### config.mk
export PLATFORM = sky130hd
export DESIGN_NAME = mult_div
export DESIGN_NICKNAME = d
export VERILOG_FILES = /design/src/rtl/mult_div.sv
export SDC_FILE = /design/constraint.sdc
export NUM_CORES = 2
export LEC_CHECK = 0
export CORE_ASPECT_RATIO = 0.6
export CORE_MARGIN = 3
export CORE_UTILIZATION = 46
export CTS_CLUSTER_DIAMETER = 40
export DETAILED_ROUTE_END_ITERATION = 8
export PLACE_DENSITY_LB_ADDON = 0.3
export SYNTH_ARGS = -nofsm -noshare
export SYNTH_HDL_FRONTEND = slang
export SYNTH_SLANG_ARGS = --single-unit
export TNS_END_PERCENT = 20
### constraint.sdc
create_clock -name clk -period 25.3 [get_ports clk]
set_input_delay 2.53 -clock clk [delete_from_list [all_inputs] [get_ports clk]]
set_output_delay 2.53 -clock clk [all_outputs]
set_load 0.03 [all_outputs]
### src/rtl/mult_div.sv
// mult_div: multiply/divide unit with HI/LO result registers.
//   MULT/MULTU run 5 cycles, DIV/DIVU run 10 cycles. The result lands in
//   HI/LO on the edge at which Busy falls. MTHI/MTLO write A into HI/LO
//   at once and never set Busy.
// Ports:
//   clk    - clock, rising edge
//   reset  - asynchronous active-high reset
//   A, B   - operands (rs, rt), latched when a long operation starts
//   MDUOp  - 1 MULT, 2 MULTU, 3 DIV, 4 DIVU, 5 MTHI, 6 MTLO, others no-op
//   Start  - qualifies MDUOp for one cycle; ignored while Busy
//   Busy   - multiply or divide in progress
//   HI, LO - result registers
// Build option: define MDU_DIV_EN to include the divider. Without it,
//   DIV/DIVU codes behave as no-ops.
module mult_div (
    input  logic        clk,
    input  logic        reset,
    input  logic [31:0] A,
    input  logic [31:0] B,
    input  logic [3:0]  MDUOp,
    input  logic        Start,
    output logic        Busy,
    output logic [31:0] HI,
    output logic [31:0] LO
);

    localparam int unsigned W       = 32;
    localparam int unsigned OP_W    = 4;
    localparam int unsigned CNT_W   = 4;
    localparam int unsigned MUL_LAT = 5;

    localparam logic [OP_W-1:0] OP_MULT  = 4'b0001;
    localparam logic [OP_W-1:0] OP_MULTU = 4'b0010;
    localparam logic [OP_W-1:0] OP_MTHI  = 4'b0101;
    localparam logic [OP_W-1:0] OP_MTLO  = 4'b0110;
`ifdef MDU_DIV_EN
    localparam int unsigned     DIV_LAT  = 10;
    localparam logic [OP_W-1:0] OP_DIV   = 4'b0011;
    localparam logic [OP_W-1:0] OP_DIVU  = 4'b0100;
`endif

    typedef enum logic {S_IDLE, S_BUSY} state_t;

    state_t           state, state_n;
    logic [W-1:0]     a_q, b_q, a_n, b_n;
    logic [OP_W-1:0]  op_q, op_n;
    logic [CNT_W-1:0] cnt, cnt_n;
    logic [W-1:0]     hi_n, lo_n;

    // Multiplier: extend per signedness, keep the low 2W bits of the product.
    logic             mul_signed, is_mul;
    logic [2*W-1:0]   mul_a, mul_b, prod;

    assign mul_signed = (op_q == OP_MULT);
    assign is_mul     = (op_q == OP_MULT) || (op_q == OP_MULTU);
    assign mul_a      = mul_signed ? {{W{a_q[W-1]}}, a_q} : {{W{1'b0}}, a_q};
    assign mul_b      = mul_signed ? {{W{b_q[W-1]}}, b_q} : {{W{1'b0}}, b_q};
    assign prod       = mul_a * mul_b;

`ifdef MDU_DIV_EN
    // Divider: unsigned divide of magnitudes, then restore signs.
    // 0x80000000 / -1 falls out naturally: magnitude 2^31 negates to itself.
    logic         div_signed, a_neg, b_neg, div_zero;
    logic [W-1:0] a_mag, b_mag, b_safe, q_mag, r_mag, div_quo, div_rem;

    assign div_signed = (op_q == OP_DIV);
    assign a_neg      = div_signed & a_q[W-1];
    assign b_neg      = div_signed & b_q[W-1];
    assign a_mag      = a_neg ? (W'(0) - a_q) : a_q;
    assign b_mag      = b_neg ? (W'(0) - b_q) : b_q;
    assign div_zero   = (b_q == W'(0));
    assign b_safe     = div_zero ? W'(1) : b_mag;
    assign q_mag      = a_mag / b_safe;
    assign r_mag      = a_mag % b_safe;
    assign div_quo    = (a_neg ^ b_neg) ? (W'(0) - q_mag) : q_mag;
    assign div_rem    = a_neg ? (W'(0) - r_mag) : r_mag;
`endif

    assign Busy = (state == S_BUSY);

    // Next-state: accept ops in idle, count down while busy, commit on last cycle.
    always_comb begin
        state_n = state;
        cnt_n   = cnt;
        a_n     = a_q;
        b_n     = b_q;
        op_n    = op_q;
        hi_n    = HI;
        lo_n    = LO;
        case (state)
            S_IDLE: begin
                if (Start) begin
                    case (MDUOp)
                        OP_MULT, OP_MULTU: begin
                            a_n     = A;
                            b_n     = B;
                            op_n    = MDUOp;
                            cnt_n   = CNT_W'(MUL_LAT);
                            state_n = S_BUSY;
                        end
`ifdef MDU_DIV_EN
                        OP_DIV, OP_DIVU: begin
                            a_n     = A;
                            b_n     = B;
                            op_n    = MDUOp;
                            cnt_n   = CNT_W'(DIV_LAT);
                            state_n = S_BUSY;
                        end
`endif
                        OP_MTHI: hi_n = A;
                        OP_MTLO: lo_n = A;
                        default: ;
                    endcase
                end
            end
            S_BUSY: begin
                cnt_n = cnt - CNT_W'(1);
                if (cnt == CNT_W'(1)) begin
                    state_n = S_IDLE;
                    if (is_mul) begin
                        hi_n = prod[2*W-1:W];
                        lo_n = prod[W-1:0];
                    end
`ifdef MDU_DIV_EN
                    else if (!div_zero) begin
                        hi_n = div_rem;
                        lo_n = div_quo;
                    end
`endif
                end
            end
            default: state_n = S_IDLE;
        endcase
    end

    // State and datapath registers.
    always_ff @(posedge clk or posedge reset) begin
        if (reset) begin
            state <= S_IDLE;
            cnt   <= '0;
            a_q   <= '0;
            b_q   <= '0;
            op_q  <= '0;
            HI    <= '0;
            LO    <= '0;
        end else begin
            state <= state_n;
            cnt   <= cnt_n;
            a_q   <= a_n;
            b_q   <= b_n;
            op_q  <= op_n;
            HI    <= hi_n;
            LO    <= lo_n;
        end
    end

endmodule
# After elaboration in Yosys (flattened, before gate mapping)
# Index checks and enable logic that the tools add are counted.
[classes] n_bitwise=1 n_mux=19 n_reduce_logical=6 mul=1 add_sub_neg=1 n_eq_ne=13
[op_table] cell="2-to-1 mux 32 bit" count=8
[op_table] cell="2-to-1 mux 64 bit" count=2
[op_table] cell="one-hot mux 32 bit (2 select lines)" count=2
[op_table] cell="multiplier 64 x 64 -> 64 bit" count=1
[op_table] cell="equality test 4 x 1 -> 1 bit, second input constant" count=3
[op_table] cell="inequality test 2 x 1 -> 1 bit, second input constant" count=5
[op_table] cell="equality test 4 x 2 -> 1 bit, second input constant" count=2
[op_table] cell="equality test 4 x 3 -> 1 bit, second input constant" count=2
[op_table] cell="2-to-1 mux 4 bit" count=2
[op_table] cell="one-hot mux 4 bit (2 select lines)" count=1
[op_table] cell="AND reduction 4 bit" count=2
[op_table] cell="subtractor 4 x 1 -> 4 bit, second input constant" count=1
[op_table] cell="2-to-1 mux 1 bit" count=3
[op_table] cell="AND reduction 3 bit" count=1
[op_table] cell="inequality test 2 bit, second input constant" count=1
[op_table] cell="one-hot mux 1 bit (2 select lines)" count=1
[op_table] cell="AND reduction 2 bit" count=1
[op_table] cell="OR reduction 2 bit" count=1
[op_table] cell="logical OR 1 bit" count=1
[op_table] cell="inverter 1 bit" count=1
[totals] elab_cells=48 register_bits=137

# Longest topological paths before layout
[depth] ltp_word=6 depth_mapped=36 ltp_nobuf=35

# Least setup slack after synthesis
# Ideal clock, no wire load.
[synth_path] kind="flip-flop to flip-flop" startpoint="register op_q[3]" endpoint="register HI[28]" setup_time_ns=0.138 n_path_buf=2 path_slack_ns=16.002 stages_incl_launch_ff=31 t_arrival_ns=9.160 required_time_ns=25.162 cell_sequence="dfrtp_1 > nor2_1 > and3_1 > and2_1 > clkbuf_1 > clkbuf_1 > nand2_1 > fa_1 > inv_1 > fa_1 > fa_1 > inv_1 > fa_1 > inv_1 > fa_1 > fa_1 > fa_1 > fa_1 > fa_1 > inv_1 > fa_1 > inv_1 > ha_1 > a21o_1 > a21o_1 > a221o_1 > a21oi_1 > a21bo_2 > a21oi_1 > xor2_1 > o22ai_1"
[synth_via] elab_chain_cells=6
[synth_rtl] item="start, declared" line_no="46" rtl="logic [OP_W-1:0] op_q, op_n;"
[synth_rtl] item="start signal, assigned" line_no="151" rtl="op_q <= op_n;"
[synth_rtl] item="equality test 4 x 1 -> 1 bit" line_no="54, 55"
[synth_rtl] item="2-to-1 mux 64 bit, on equally long branches" line_no="56, 57"
[synth_rtl] item="multiplier 64 x 64 -> 64 bit" line_no="58" rtl="assign prod = mul_a * mul_b;"
[synth_rtl] item="2-to-1 mux 32 bit" line_no="120" rtl="if (is_mul) begin"
[synth_rtl] item="2-to-1 mux 32 bit" line_no="118" rtl="if (cnt == CNT_W'(1)) begin"
[synth_rtl] item="one-hot mux 32 bit (2 select lines)" line_no="90" rtl="case (state)"
[synth_rtl] item="end signal, assigned" line_no="152" rtl="HI <= hi_n;"
[synth_rtl] item="end, declared" line_no="23" rtl="output logic [31:0] HI,"
# Parallel ways exist; a longest one is shown, timed or not. The select of a mux whose other input is x is not followed.
# A chain may end at the register's enable or synchronous reset.

# Worst setup path after layout
# Same ends and word-level chain as after synthesis.

==> metrics <==
status finished clean; CTS Buf Count 17; syn nets roughly 7,400; Clock Sinks 137; Site Rows 95; fraction of layout cells with a size suffix above 1 0.0376; clock slew at the register clock pins of the worst setup and hold paths 0.07 ns; Crit Path Category reg2reg; largest net degree at the start of global routing 66; die height around 270 µm; maxcap violations 0; core area between 100,000 and 150,000 µm²; Final period util 0.430; Area contributors post-synth fa_1, inv_1, ha_1; worst min path class reg2reg; Synth Register Bits roughly 140; CTS Buffer Depth 2; hold_ws 0.497 ns; Slowest cell on crit path and2_1; vias in the first global route ~41,000; crit path time final ~11 ns; Slew @ Worst Pin 1.14 ns; Pre-Repair DR Iteration Count 6; Worst setup EP type flip-flop; Global Route Usage Sum 0.293; FFs w/ async S/R, synth 1.00; Avg WL per Cell 23.8 µm; initial antenna violation count 9; Post-Synthesis Cells approximately 5,600; DIE AREA between 100,000 and 150,000 µm²; Post-CTS Setup Bufs 0; critical path startpoint category flip-flop; Final #Nets 7,350; synth-to-layout area growth 6.30%; number of flops mapped to enable cells by yosys 0; peak fanout along the critical path 24; Final Hold Viols 0; slowest stage delay, CP slightly above 0.9 ns; Initial Utilization 0.469; critical path's most frequent cell fa_1; # hold bufs at CTS 0; Final GP Congestion 0.999; via count between 30,000 and 40,000; Slew Limit Headroom 0.239; WL final between 150 and 200 mm; global-route wire length before repair 261 mm; Worst EP arrival ~11 ns; setup violators final 0; Mapped Area approximately 53,000 µm²; Slew Viols, Final 0; Setup TNS Final 0 ns; post-synth cell types 66; DRC Markers 0; Synthesis Warnings 0; Resized cells post-CTS 0; GRT overflow 0; FF-to-FF setup slack roughly 14 ns; Critical Path RT between 20 and 30 ns; CTS tree done; Seq/Total Area, Yosys 0.0645; Synth Flop Type dfrtp_1; Antenna Nets Post-Route 0; Ports 136; PortBufs between 100 and 150; Final Util 0.499; clock latency on the worst-skew pair 0.53 ns; root buf cell clkbuf_16; DIE WIDTH roughly 440 µm; hpwl dp approximately 140 mm; Mean Syn Cell Area between 9 and 10 µm²; share of the synthesized area in the top cell type 0.534; Clock Skew about 0.056 ns; Initial DRC Count between 3,000 and 4,000; unrepaired setup endpoints after global routing false; leading area contributor after synthesis fa_1; Avg Vias per Cell about 5.3; H-tree depth 4; fmax 0.0920 GHz
-- cell usage after synthesis (all sizes together) (14+ instances only) --
cell	count
nor2	73
nand2	784
nor2b	21
dfrtp	137
inv	1519
ha	310
clkbuf	265
mux2i	17
xor2	34
o21bai	14
mux2	68
and2	399
o21ai	87
fa	1419
xnor2	85
a21oi	108
buf	18
a21o	45
and3	34
nand3	27
-- placed cells by master (no fill, tap or decap), types with 13 or more instances in the layout --
cell / Yosys / layout
a21o_1: 45 / 45
dfrtp_1: 137 / 132
xnor2_1: 85 / 85
a31oi_1: 13 / 13
a21oi_1: 108 / 108
nand2_1: 784 / 783
clkbuf_16: 0 / 17
xor2_1: 34 / 34
o21ai_0: 75 / 75
ha_1: 310 / 310
o21bai_1: 14 / 14
clkdlybuf4s50_1: 0 / 135
mux2_2: 68 / 68
nand3_1: 27 / 27
fa_1: 1419 / 1419
and3_1: 34 / 34
nand4_1: 13 / 13
mux2i_1: 17 / 17
nor2b_1: 21 / 21
and2_1: 397 / 397
buf_4: 0 / 77
inv_1: 1519 / 1518
nor3_1: 13 / 13
nor2_1: 73 / 72
-- kinds of logic after synthesis --
family,share of synthesized area
xor+xnor,0.0196
simple gates,0.122
compound gates,0.0403
buf+inv,0.127
mux,0.0176
flops,0.0645
fa+ha+maj,0.608
-- final timing paths --
check	endpoint	from	cells after the start
max	HI[28]	op_q[3]	31
min	LO[24]	LO[24]	2
max reg2reg	HI[28]	op_q[3]	31
min reg2reg	LO[24]	LO[24]	2
max in group asynchronous	op_q[0]	reset	4
min in group asynchronous	a_q[0]	reset	2
-- sequential cells by signal, summed over array words and instances (netlist names) --
| name | flops |
|---|---|
| HI | 32 |
| LO | 32 |
| a_q | 32 |
| b_q | 32 |
| cnt | 4 |
| op_q | 4 |
| Busy | 1 |
-- stage by stage --
step | setup WS, ns | area, µm² | std cells
final | 14.43 | 56500 | 7068
after global routing | 13.92 | 56500 | 7066
after CTS | 14.55 | 56500 | 7066
after detailed placement | 14.58 | 55900 | 7034
after global placement | 14.67 | 55900 | 7034
after floorplan | 16.00 | 53200 | 5602
-- per-layer routing --
metal | GRT usage | vias up | routed length [µm]
met4 | 0.0336 | 8 | 1680
li1 | - | 15900 | -
met1 | 0.456 | 19500 | 75700
met2 | 0.345 | 2184 | 58100
met3 | 0.178 | 119 | 32300
met5 | 0.00952 | - | 166
-- worst max-delay path: cells and delay by family, from the launching register on --
kind                     cells  cell delay (ns)
adder cells (fa/ha/maj)     11             5.87
AND/OR/NAND/NOR              5             1.90
AO/OA/AOI/OAI                8             1.42
buffers and inverters        6             0.93
flip-flops                   1             0.38
XOR/XNOR                     1             0.17
-- layout make-up --
class	instances	area (µm²)
Fill cell	10500	56800
Multi-Input combinational cell	3663	43000
Inverter	1519	5710
Sequential cell	137	3430
Timing Repair Buffer	212	1930
Tap cell	1503	1880
Clock buffer	18	429
Clock inverter	14	131
Antenna cell	2	5.00
Power is not shown: default switching activity piles up to over one toggle a cycle in this logic, so the estimate is an artifact.
